**src/rtl/router_terminal_endpoint.sv**
```systemverilog
// -----------------------------------------------------------------------------
// router_terminal_endpoint
//
// Device-side endpoint for one terminal of router_bus_gnrtr.
//   Source side: local packets are buffered in a first-word-fall-through TX
//   FIFO whose head is presented to the router. The router retires the head
//   by pulsing popin.
//   Sink side: a three-state FSM drains the router output with a registered
//   pop pulse (at most one packet every 3 cycles). It keeps packets whose
//   destination ID matches term_id or broadcast, stores them in an RX FIFO
//   and counts packets addressed elsewhere.
//
// Ports
//   clk            clock, all logic on posedge
//   reset          synchronous active-low reset
//   tx_data        local packet to send
//   tx_push        write tx_data into the TX FIFO
//   tx_full        TX FIFO full
//   tx_drop        sticky flag: a push arrived while the TX FIFO was full
//   data_out_i_in  TX FIFO head, presented to the router
//   pndng_i_in     TX FIFO not empty
//   popin          router consumes the TX head this cycle
//   data_out       packet that the router presents to this terminal
//   pndng          router has a packet pending
//   pop            consume the router packet (registered pulse)
//   rx_data        RX FIFO head
//   rx_valid       RX FIFO not empty
//   rx_pop         local logic consumes rx_data
//   misroute_cnt   saturating count of popped packets with a foreign ID
//   rx_cnt         saturating count of packets accepted into the RX FIFO
// -----------------------------------------------------------------------------
module router_terminal_endpoint #(
  parameter int unsigned pckg_sz    = 32,
  parameter int unsigned fifo_depth = 16,
  parameter logic [7:0]  term_id    = 8'd0,
  parameter logic [7:0]  broadcast  = 8'hFF
) (
  input  logic               clk,
  input  logic               reset,
  input  logic [pckg_sz-1:0] tx_data,
  input  logic               tx_push,
  output logic               tx_full,
  output logic               tx_drop,
  output logic [pckg_sz-1:0] data_out_i_in,
  output logic               pndng_i_in,
  input  logic               popin,
  input  logic [pckg_sz-1:0] data_out,
  input  logic               pndng,
  output logic               pop,
  output logic [pckg_sz-1:0] rx_data,
  output logic               rx_valid,
  input  logic               rx_pop,
  output logic [15:0]        misroute_cnt,
  output logic [15:0]        rx_cnt
);

  localparam int unsigned    AW         = (fifo_depth > 1) ? $clog2(fifo_depth) : 1;
  localparam int unsigned    CW         = AW + 1;
  localparam logic [CW-1:0]  LP_DEPTH   = CW'(fifo_depth);
  localparam logic [CW-1:0]  LP_CNT_ONE = CW'(1);
  localparam logic [AW-1:0]  LP_PTR_ONE = AW'(1);

  typedef enum logic [1:0] {
    ST_IDLE,
    ST_POP,
    ST_GAP
  } rx_state_e;

  // ---------------------------------------------------------------------------
  // TX FIFO
  // ---------------------------------------------------------------------------
  logic [pckg_sz-1:0] r_tx_mem [fifo_depth];
  logic [AW-1:0]      r_tx_wr_ptr;
  logic [AW-1:0]      r_tx_rd_ptr;
  logic [CW-1:0]      r_tx_count;
  logic               r_tx_drop;
  logic               w_tx_full;
  logic               w_tx_wr;
  logic               w_tx_rd;

  // Fullness is judged on the registered count, so a same-cycle popin does
  // not make room for a push.
  assign w_tx_full = (r_tx_count == LP_DEPTH);
  assign w_tx_wr   = tx_push && !w_tx_full;
  assign w_tx_rd   = popin && (r_tx_count != '0);

  // NOTE: the storage arrays have no reset. The pointers and counts decide
  // which entries are valid, and arrays without reset can map onto RAM.
  always_ff @(posedge clk) begin
    if (w_tx_wr) r_tx_mem[r_tx_wr_ptr] <= tx_data;
  end

  // NOTE: clocked blocks use only non-blocking assignments. Every register
  // then computes its next value from the state that existed before the edge.
  always_ff @(posedge clk) begin
    if (!reset) begin
      r_tx_wr_ptr <= '0;
      r_tx_rd_ptr <= '0;
      r_tx_count  <= '0;
      r_tx_drop   <= 1'b0;
    end else begin
      if (w_tx_wr) r_tx_wr_ptr <= r_tx_wr_ptr + LP_PTR_ONE;
      if (w_tx_rd) r_tx_rd_ptr <= r_tx_rd_ptr + LP_PTR_ONE;
      case ({w_tx_wr, w_tx_rd})
        2'b10:   r_tx_count <= r_tx_count + LP_CNT_ONE;
        2'b01:   r_tx_count <= r_tx_count - LP_CNT_ONE;
        default: r_tx_count <= r_tx_count;
      endcase
      if (tx_push && w_tx_full) r_tx_drop <= 1'b1;
    end
  end

  assign tx_full       = w_tx_full;
  assign tx_drop       = r_tx_drop;
  assign pndng_i_in    = (r_tx_count != '0);
  assign data_out_i_in = r_tx_mem[r_tx_rd_ptr];

  // ---------------------------------------------------------------------------
  // RX FSM and destination filter
  // ---------------------------------------------------------------------------
  rx_state_e          r_state;
  logic               r_pop;
  logic [15:0]        r_rx_acc_cnt;
  logic [15:0]        r_misroute_cnt;
  logic [CW-1:0]      r_rx_count;
  logic [7:0]         w_dst;
  logic               w_dst_match;
  logic               w_rx_wr;

  assign w_dst       = data_out[pckg_sz-1 -: 8];
  assign w_dst_match = (w_dst == term_id) || (w_dst == broadcast);
  // The packet is sampled on the edge that ends POP. A reset on that edge
  // discards the packet.
  assign w_rx_wr     = reset && (r_state == ST_POP) && w_dst_match;

  always_ff @(posedge clk) begin
    if (!reset) begin
      r_state        <= ST_IDLE;
      r_pop          <= 1'b0;
      r_rx_acc_cnt   <= '0;
      r_misroute_cnt <= '0;
    end else begin
      case (r_state)
        ST_IDLE: begin
          // The registered count guarantees room for the packet popped next.
          if (pndng && (r_rx_count < LP_DEPTH)) begin
            r_state <= ST_POP;
            r_pop   <= 1'b1;
          end
        end
        ST_POP: begin
          r_state <= ST_GAP;
          r_pop   <= 1'b0;
          if (w_dst_match) begin
            if (r_rx_acc_cnt != 16'hFFFF) r_rx_acc_cnt <= r_rx_acc_cnt + 16'd1;
          end else begin
            if (r_misroute_cnt != 16'hFFFF) r_misroute_cnt <= r_misroute_cnt + 16'd1;
          end
        end
        // GAP holds pop low for one cycle so that the router can update pndng.
        ST_GAP: r_state <= ST_IDLE;
        default: begin
          r_state <= ST_IDLE;
          r_pop   <= 1'b0;
        end
      endcase
    end
  end

  assign pop          = r_pop;
  assign rx_cnt       = r_rx_acc_cnt;
  assign misroute_cnt = r_misroute_cnt;

  // ---------------------------------------------------------------------------
  // RX FIFO
  // ---------------------------------------------------------------------------
  logic [pckg_sz-1:0] r_rx_mem [fifo_depth];
  logic [AW-1:0]      r_rx_wr_ptr;
  logic [AW-1:0]      r_rx_rd_ptr;
  logic               w_rx_rd;

  assign w_rx_rd = rx_pop && (r_rx_count != '0);

  always_ff @(posedge clk) begin
    if (w_rx_wr) r_rx_mem[r_rx_wr_ptr] <= data_out;
  end

  always_ff @(posedge clk) begin
    if (!reset) begin
      r_rx_wr_ptr <= '0;
      r_rx_rd_ptr <= '0;
      r_rx_count  <= '0;
    end else begin
      if (w_rx_wr) r_rx_wr_ptr <= r_rx_wr_ptr + LP_PTR_ONE;
      if (w_rx_rd) r_rx_rd_ptr <= r_rx_rd_ptr + LP_PTR_ONE;
      case ({w_rx_wr, w_rx_rd})
        2'b10:   r_rx_count <= r_rx_count + LP_CNT_ONE;
        2'b01:   r_rx_count <= r_rx_count - LP_CNT_ONE;
        default: r_rx_count <= r_rx_count;
      endcase
    end
  end

  assign rx_valid = (r_rx_count != '0);
  assign rx_data  = r_rx_mem[r_rx_rd_ptr];

endmodule

```
**config.mk**
```make
export PLATFORM = sky130hd
export DESIGN_NAME = router_terminal_endpoint
export DESIGN_NICKNAME = d
export VERILOG_FILES = /design/src/rtl/router_terminal_endpoint.sv
export SDC_FILE = /design/constraint.sdc
export NUM_CORES = 1
export LEC_CHECK = 0
export CORE_MARGIN = 2
export CORE_UTILIZATION = 55
export CTS_CLUSTER_DIAMETER = 150
export CTS_CLUSTER_SIZE = 14
export DETAILED_ROUTE_END_ITERATION = 10
export GPL_TIMING_DRIVEN = 0
export PLACE_DENSITY = 0.76
export SYNTH_ARGS = -nofsm -noshare
export SYNTH_HDL_FRONTEND = slang
export SYNTH_SLANG_ARGS = --single-unit
```
**constraint.sdc**
```tcl
create_clock -name clk -period 4.95 [get_ports clk]
set_input_delay 0.99 -clock clk [delete_from_list [all_inputs] [get_ports clk]]
set_output_delay 0.99 -clock clk [all_outputs]
set_load 0.01 [all_outputs]
```
# ---- Word-level counts from Yosys, hierarchy flattened
# Memory sizes are Yosys's and may differ from the RTL's. A register that Yosys moved wholly into a read port is not among the register bits.
# Cells that the tools add are included.
dict set report word_totals {
  ff_bits 62
  latch_bits 0
  ramBits 1024
  romBits 0
  inputBits 70
  output_inout_bits 101
  mem_count 2
}
dict set report op_classes {
  n_addsub 10
  mul 0
  div_mod_pow 0
  order_cmp 1
  eq_ne 11
  shift 0
  mux 14
  bitwise 2
  reduce_logical 18
}
# name depth word_bits read_ports rd_ports_with_merged_regs wr line
set mem_list {}
lappend mem_list {r_rx_mem 16 32 1 1 1 177} ;# logic [pckg_sz-1:0] r_rx_mem [fifo_depth];
lappend mem_list {r_tx_mem 16 32 1 1 1 72} ;# logic [pckg_sz-1:0] r_tx_mem [fifo_depth];
# op count
set ops {}
lappend ops {{16-bit by 1-bit adder with 16-bit output, second input constant} 2}
lappend ops {{16-bit != test, second input constant} 2}
lappend ops {{5-bit case mux with 2 select lines} 2}
lappend ops {{4-bit by 1-bit adder with 4-bit output, second input constant} 4}
lappend ops {{4-bit two-way mux} 4}
lappend ops {{5-bit by 1-bit adder with 5-bit output, second input constant} 2}
lappend ops {{5-bit nonzero test} 2}
lappend ops {{5-bit by 1-bit subtractor with 5-bit output, second input constant} 2}
lappend ops {{8-bit equality test, second input constant} 1}
lappend ops {{8-bit logical NOT} 1}
lappend ops {{1-bit logical AND} 7}
lappend ops {{2-bit by 1-bit equality test with 1-bit output, second input constant} 3}
lappend ops {{2-bit equality test, second input constant} 3}
lappend ops {{3-bit AND reduction} 2}
lappend ops {{5-bit equality test, second input constant} 1}
lappend ops {{5-bit < comparator, second input constant} 1}
lappend ops {{1-bit two-way mux} 5}
lappend ops {{2-bit case mux with 2 select lines} 1}
lappend ops {{2-bit nonzero test} 2}
lappend ops {{2-bit logical NOT} 1}
lappend ops {{2-bit two-way mux} 1}
lappend ops {{2-bit != test, second input constant} 1}
lappend ops {{1-bit inverter} 2}
lappend ops {{1-bit case mux with 2 select lines} 1}
lappend ops {{other kinds (3)} 3}

# ---- Longest topological paths before layout
dict set report logic_depth {
  depth_word 5
  ltp_mapped 12
  depth_no_buf 11
}

# ---- Worst setup path before layout
# OpenSTA, ideal clock, no wires.
dict set report synth_path {
  path_type {input to register}
  startpoint {input data_out[28]}
  endpoint {memory r_rx_mem[3][0], enable pin}
  arrival_ns 4.798
  path_slack_ns -0.349
  path_stages 4
  n_path_buf 0
  path_cell_list {nor4_2 and2_4 o211ai_1 nor4_1}
}
dict set report synth_via {
  elab_chain_len 5
  elab_cells_between_ends 6
}
# item line
set synth_lines {}
lappend synth_lines {{start: declaration} 47} ;# input logic [pckg_sz-1:0] data_out,
lappend synth_lines {{8-bit equality test / 8-bit logical NOT (equally long branches)} 131} ;# assign w_dst_match = (w_dst == term_id) || (w_dst == broadcast);
lappend synth_lines {{1-bit logical OR (*)} 131}
lappend synth_lines {{1-bit logical AND (*)} 134} ;# assign w_rx_wr = reset && (r_state == ST_POP) && w_dst_match;
lappend synth_lines {{1-bit two-way mux (*)} 185} ;# if (w_rx_wr) r_rx_mem[r_rx_wr_ptr] <= data_out;
lappend synth_lines {{1-bit two-way mux (not written as such) (*)} 185}
lappend synth_lines {{end: declaration} 177}
# Mark *: on every way between the ends. The rest lies on a longest branch, timed or not.

==> flow_summary.yaml <==
outcome:
  outcome: "finished clean"
cells_and_area:
  nNetsFinal: 2248
  multi_input_area_um2: 9560
  area_growth_pct: 15.1
  design_area_um2: 48400
  drive_above_1_share: 0.248
  regArea_um2: 32200
  fin_util: 0.639
  fillers: 4855
cts:
  cts_setup_buffers: 0
  cts_htree_levels: 3
  clockBufferDepth: 3
  cts_made_buffers: 88
  ctsHoldBuffers: 0
  cts_root_buffer: "clkbuf_16"
  clk_latency_ps: 660
  cts_tree: "done"
  path_clk_slew_ps: 70
  clkSinkCount: 1094
critical_path:
  worst_r2r_endpoint: "r_tx_count[4]$_SDFFE_PN0P_"
  crit_path_max_incr_delay_ps: 690
  crit_path_top_delay_cell: "clkbuf_1"
  critPathTopFamily: "buffers and inverters"
  worst-r2r-setup-slack_ps: 1740
  r2r_cells: 9
  criticalPathCategory: "reg2out"
  worstSetupEndpointType: "output port"
  worstPathArrival_ps: 3890
  cp.required_ps: 3960
  critical_path_buf_inv_count: 3
  path_cells: "clkbuf_1 -> clkbuf_1 -> mux4_2 -> mux4_2 -> clkdlybuf4s50_1"
  critPathLaunchType: "flop"
  worst-path-max-fanout: 10
  reg2reg_from: "r_tx_count[0]$_SDFFE_PN0P_"
hold_path:
  holdPathEnd: "tx_drop$_SDFFE_PN0P_"
  min_path_cells: 2
  min_from: "tx_drop$_SDFFE_PN0P_"
  hold_class: "reg2reg"
place:
  routabilityCongestion: 0.824
  dpl_cell_area_um2: 46000
  io_buffer_count: 170
  hpwl_mm: 59.0
  pre_cts_slack_ps: 11.1
routing:
  initialDrtViolationCount: 2595
  post_drt_wl_per_cell_um: 30.7
  vias: 20800
  drt_first_pass_iters: 6
  drc: 0
  drt_wl_total_mm: 97.1
  ant_nets: 0
  via_per_inst: 6.56
power_and_ir_drop:
  p_leak_nw: 14.6
  p_per_area_nw_per_um2: 396
  ir_drop_mv: 0.320
  p_total_mw: 19.2
global_routing:
  grt_max_degree: 29
  first_global_vias: 21500
  grt_overflow: 0
  grt_usage: 0.252
  antenna_found_initial: 12
  grt_pass1_wl_mm: 142
sta:
  fin_hold_ws_ps: 490
  tightestPinTransition_ps: 1260
  setup_slack_ps: 71.0
  max_freq_ghz: 0.205
  hold_violations: 0
  period_share: 0.986
  slew_headroom: 0.153
  finalCriticalPeriod_ps: 4880
  finClkSkew_ps: 41.1
  setup_viol: 0
  rsz0062_at_grt: "false"
  slew_violations: 0
synth:
  avgSynthCellArea_um2: 22.7
  syn-num-nets: 1946
  synth_commonest_cells: "edfxtp_1 (1024), mux4_2 (320), dfxtp_1 (70)"
  synth_top_area_share: 0.731
  yosysWarnings: 0
  synthCells: 1856
  yosys.area_share.adder: 0.00612
  yosysUniqueCellTypes: 63
  synth_top_family_by_area: "multiplexers"
  synthMuxAreaShare: 0.173
  synthFlopType: "edfxtp_1"
  ys_top_cells_by_area: "edfxtp_1 (73%), mux4_2 (17%), dfxtp_1 (3.3%)"
  yosys.area_share.simple: 0.0266
  synth_compound_area_frac: 0.0139
  ys_ff_latch: 1094
  synth_most_common_cell: "edfxtp_1"
  async_flop_share: 0
  synth_xor_area_frac: 0.00375
  synth_seq_area_share: 0.764
  synth_edf_count: 1024
  netlist_area_um2: 42100
  yosysTopAreaCell: "edfxtp_1"
flow_run:
  maxCapViolCount: 0
floorplanning:
  initial_core_util: 0.555
  num_rows: 101
  fp.dieH_um: 281
  core_area_um2: 75800
  io-pin-count: 171
  die_x_um: 281
  die_area_um2: 78800
-- worst max-delay path by stage --
| stage | end | cells past startpoint | slack [ps] |
|---|---|---|---|
| 3_5_place_dp | r_rx_count[4]$_SDFFE_PN0P_ | 13 | 10 |
| 4_1_cts | data_out_i_in[28] | 5 | 80 |
| 2_1_floorplan | r_tx_mem[3][0]$_DFFE_PP_ | 3 | 800 |
| 6_report | rx_data[19] | 5 | 70 |
| 3_3_place_gp | r_rx_mem[3][14]$_DFFE_PP_ | 5 | -2470 |
| 5_1_grt | rx_data[22] | 5 | 10 |
-- stage by stage --
stage | setup TNS, ps | cells
CTS | 0 | 3163
floorplan | 0 | 1856
global route | 0 | 3167
detailed placement | 0 | 3046
finish | 0 | 3168
global placement | -776780 | 3004
-- final cells by class --
| type | instances | area share |
|---|---|---|
| well taps | 978 | 0.0253 |
| multi-input cells | 657 | 0.197 |
| flip-flops and latches | 1094 | 0.664 |
| plain buffers | 90 | 0.00969 |
| repair buffers | 212 | 0.0517 |
| diodes | 5 | 0.000258 |
| clock buffers | 109 | 0.0471 |
| clock inverters | 8 | 0.00382 |
| inverters | 15 | 0.00116 |
-- registers in the layout, indices dropped and copies added (netlist names), named ones only --
register and cells:
misroute_cnt 16, pop 1, r_rx_count 5, r_rx_mem 512, r_rx_rd_ptr 4, r_rx_wr_ptr 4
r_state 2, r_tx_count 5, r_tx_mem 512, r_tx_rd_ptr 4, r_tx_wr_ptr 4, rx_cnt 16
tx_drop 1
-- timing repair --
item | CTS | global route
endpoints found under the hold margin | 0 | 0
setup endpoints to repair | 1 | 0
resized for setup | 1 | 0
-- power breakdown --
| group | switching [mW] | total (mW) | internal, mW |
|---|---|---|---|
| Sequential | 0.0603 | 10.3 | 10.3 |
| Clock | 3.13 | 6.39 | 3.27 |
| Combinational | 1.22 | 2.48 | 1.26 |
-- logic make-up (layout without fill, tap and decap cells) --
family | after synthesis | in the layout
flip-flops | 1094 | 1094
multiplexers | 329 | 329
AND/OR/NAND/NOR | 205 | 205
buffers and inverters | 105 | 434
AO/OA/AOI/OAI | 85 | 85
adder cells (fa/ha/maj) | 20 | 20
XOR/XNOR | 18 | 18
other | 0 | 5
-- layer usage --
| metal | GRT usage | wire (um) |
|---|---|---|
| met1 | 0.350 | 37500 |
| met2 | 0.417 | 49000 |
| met3 | 0.0456 | 8330 |
| met4 | 0.0697 | 2260 |
| met5 | 0 | 94 |
-- placed cells by master, fill, tap and decap left out, types with 10 or more instances in the layout --
cell type        count
nand4_1             10
and2_2              15
buf_1               16
ha_1                19
inv_1               15
xor2_1              12
dfxtp_1             70
or4_1               12
clkbuf_1            58
nand2_1             38
or3_1               11
nor2_4              12
buf_4               24
nor2_1              37
edfxtp_1          1024
clkbuf_16           88
buf_12              18
nand2b_1            11
mux4_2             320
nand3_1             13
a21oi_1             32
o31ai_1             15
buf_6               12
clkdlybuf4s50_1    170
-- worst register-to-register path, stage by stage, from the launching register on --
cell      delay (ps)
dfxtp_1          350
nor4_1           660
a21boi_1         360
ha_1             340
ha_1             330
nor2b_1          160
o21ai_0          230
a21oi_1          100
or3b_2           460
mux2i_1          130
Power figures use the tool's default switching activity.
==> variant, RTL diff (same flow settings) <==
`fifo_depth`: 16 -> 32.
--- a/src/rtl/router_terminal_endpoint.sv
+++ b/src/rtl/router_terminal_endpoint.sv
@@ -32,5 +32,5 @@
 module router_terminal_endpoint #(
   parameter int unsigned pckg_sz    = 32,
-  parameter int unsigned fifo_depth = 16,
+  parameter int unsigned fifo_depth = 32,
   parameter logic [7:0]  term_id    = 8'd0,
   parameter logic [7:0]  broadcast  = 8'hFF
Formal check against the unedited RTL: no difference found for any inputs over 4 cycles, from zero or initial values and one cycle with reset low; that may be too few to reach the edited logic, so the function may still have changed.
==> variant against the unedited design <==
Clock power up 91%. Sequential cell count up 1032. Critical endpoint is now rx_data[29]. Setup slack got worse by 0.041 ns. Worst hold slack got worse by 0.010 ns. Die area grew 93%. Sequential share of layout area rose by 1.4 points. Synthesized area rose by 94%. Critical path type unchanged. Combinational power is 54% higher. Global-route usage is 1.5 points higher. Routed wire length is 110% higher. Highest routed layer unchanged. Cell count increased by 85%. Total power is 88% higher. Cell area increased by 92%.
==> variant: results (changes against the unedited design) <==
logic_synthesis:
  synth_xor_area_share_pct: 0.214  # -0.16 points
  muxShareOfSynthArea_pct: 18.7  # +1.4 points
  yosys-top-cells-area: "edfxtp_1 75%, mux4_2 18%, dfxtp_1 1.9%"
  yosysUniqueCellTypes: 56  # -11%
  synth_compound_area_share_pct: 0.801  # -0.59 points
  syn_inst: 3446  # +86%
  yosysSeqAreaShare_pct: 77.2  # +0.78 points
  synth_adder_area_share_pct: 0.276  # -0.34 points
  synth-edff-count: 2048  # +100%
  synth_fp_nets: 3534  # +82%
  yosys-top-cells-count: "2,048 x edfxtp_1, 640 x mux4_2, 104 x nor2_1"
critical_path:
  r2r_end: "r_tx_mem[10][0]"
  rr_startpoint: "r_tx_count[2]"
  cp.arrival_ns: 3.93  # +0.04 ns
  r2r_setup_slack_ns: 1.52  # -0.22 ns
  reg2reg_depth: 7  # -2
  slowest_delay_ns: 0.60  # -0.09 ns
  crit_slowest_cell: "mux4_2"
  path_delay_family: "multiplexers"
sta:
  maxSlewHeadroom_pct: 16.3  # +0.99 points
  skew_ns: 0.0200  # -0.0211 ns
  hold_ws_ns: 0.480  # -0.00999 ns
cts:
  htreeDepth: 4  # +1
  cts-root-buf: "clkbuf_16"
  cts_made_buffers: 169  # +92%
  post_cts_resized: 104  # +103
  postCtsSetupBuffers: 34  # +34
  clk_latency_ns: 0.81  # +0.15 ns
grt:
  grt_usage_pct: 26.7  # +1.5 points
  grt_max_degree: 35  # +21%
  use_met2_pct: 45.5  # +3.8 points
  antenna_found_initial: 10  # -2
  grt_pass1_vias: 40600  # +89%
  met1_usage_pct: 33.9  # -1.1 points
  use_met3_pct: 5.08  # +0.51 points
  grt_pass1_wl_um: 287000  # +100%
placement:
  port_buffers: 169  # -0.59%
  dp.cells: 5611  # +84%
  dp_hpwl_um: 122000  # +110%
  gp_congestion: 0.798  # -3.1%
power:
  leakage_uw: 0.0278  # +90%
  power_switching_uw: 8080  # +83%
route:
  via_per_inst: 6.74  # +2.8%
  met3RoutedLength_um: 18400  # +120%
  drt_wl_total_um: 201000  # +110%
  drt-wirelength-per-cell_um: 34.4  # +12%
  met2_length_um: 105000  # +110%
  wl_met1_um: 69900  # +87%
  drt-initial-drc-count: 5404  # +110%
finish:
  final_nets: 3972  # +77%
  drive_above_1_share_pct: 30.4  # +5.6 points
  largestRegisters: "r_rx_mem: 1024 flops, r_tx_mem: 1024 flops"
run_status:
  status: "finished clean"
==> variant: cell types whose count changed after synthesis, moves of 10 or more <==
cell,delta
o21ai_0,+13
buf_4,+11
mux2_2,+64
buf_1,+14
and2_1,-14
nand3_1,+15
clkbuf_1,+57
mux4_2,+320
nor2_1,+55
buf_6,+10
edfxtp_1,+1024
==> variant: metrics by stage <==
stage | instance area (µm²) | setup TNS [ns] | setup WS (ns)
3_5_place_dp | 87700 | -745.81 | -1.11
6_report | 93000 | 0 | 0.0296
2_1_floorplan | 81700 | 0 | 1.03
4_1_cts | 93000 | 0 | 0.0000320
3_3_place_gp | 85800 | -3564.25 | -3.02
5_1_grt | 93000 | -0.0224 | -0.0130
==> variant: power by group through the flow <==
stage | logic (µW) | clock network, µW | registers, µW
after CTS | 3830 | 12300 | 19900
after detailed placement | 3790 | 0 | 20300
final | 3810 | 12200 | 19900
after global placement | 3660 | 0 | 20300
after global routing | 4010 | 12900 | 19900
after floorplan | 2310 | 0 | 20300
==> variant: how the worst max path moves through the flow <==
| stage | start | endpoint | slack, ns | cells after the start |
|---|---|---|---|---|
| after floorplan | data_out[30] | r_rx_mem[12][0] | 1.03 | 6 |
| after global placement | data_out[24] | r_rx_mem[13][16] | -3.02 | 6 |
| after detailed placement | data_out[24] | r_rx_mem[14][16] | -1.11 | 8 |
| after CTS | flip-flop | rx_data[25] | 0.00003 | 6 |
| after global routing | flip-flop | rx_data[19] | -0.01 | 6 |
| final | flip-flop | rx_data[29] | 0.03 | 7 |
==> variant: layout make-up <==
cell class	count	area, µm²
Clock inverter	13	195
Clock buffer	194	4370
Tap cell	1930	2410
Inverter	15	56.3
Timing Repair Buffer	269	3630
Multi-Input combinational cell	1119	18100
Buffer	184	1150
Antenna cell	8	20.0
Sequential cell	2126	63100
Fill cell	9292	54600
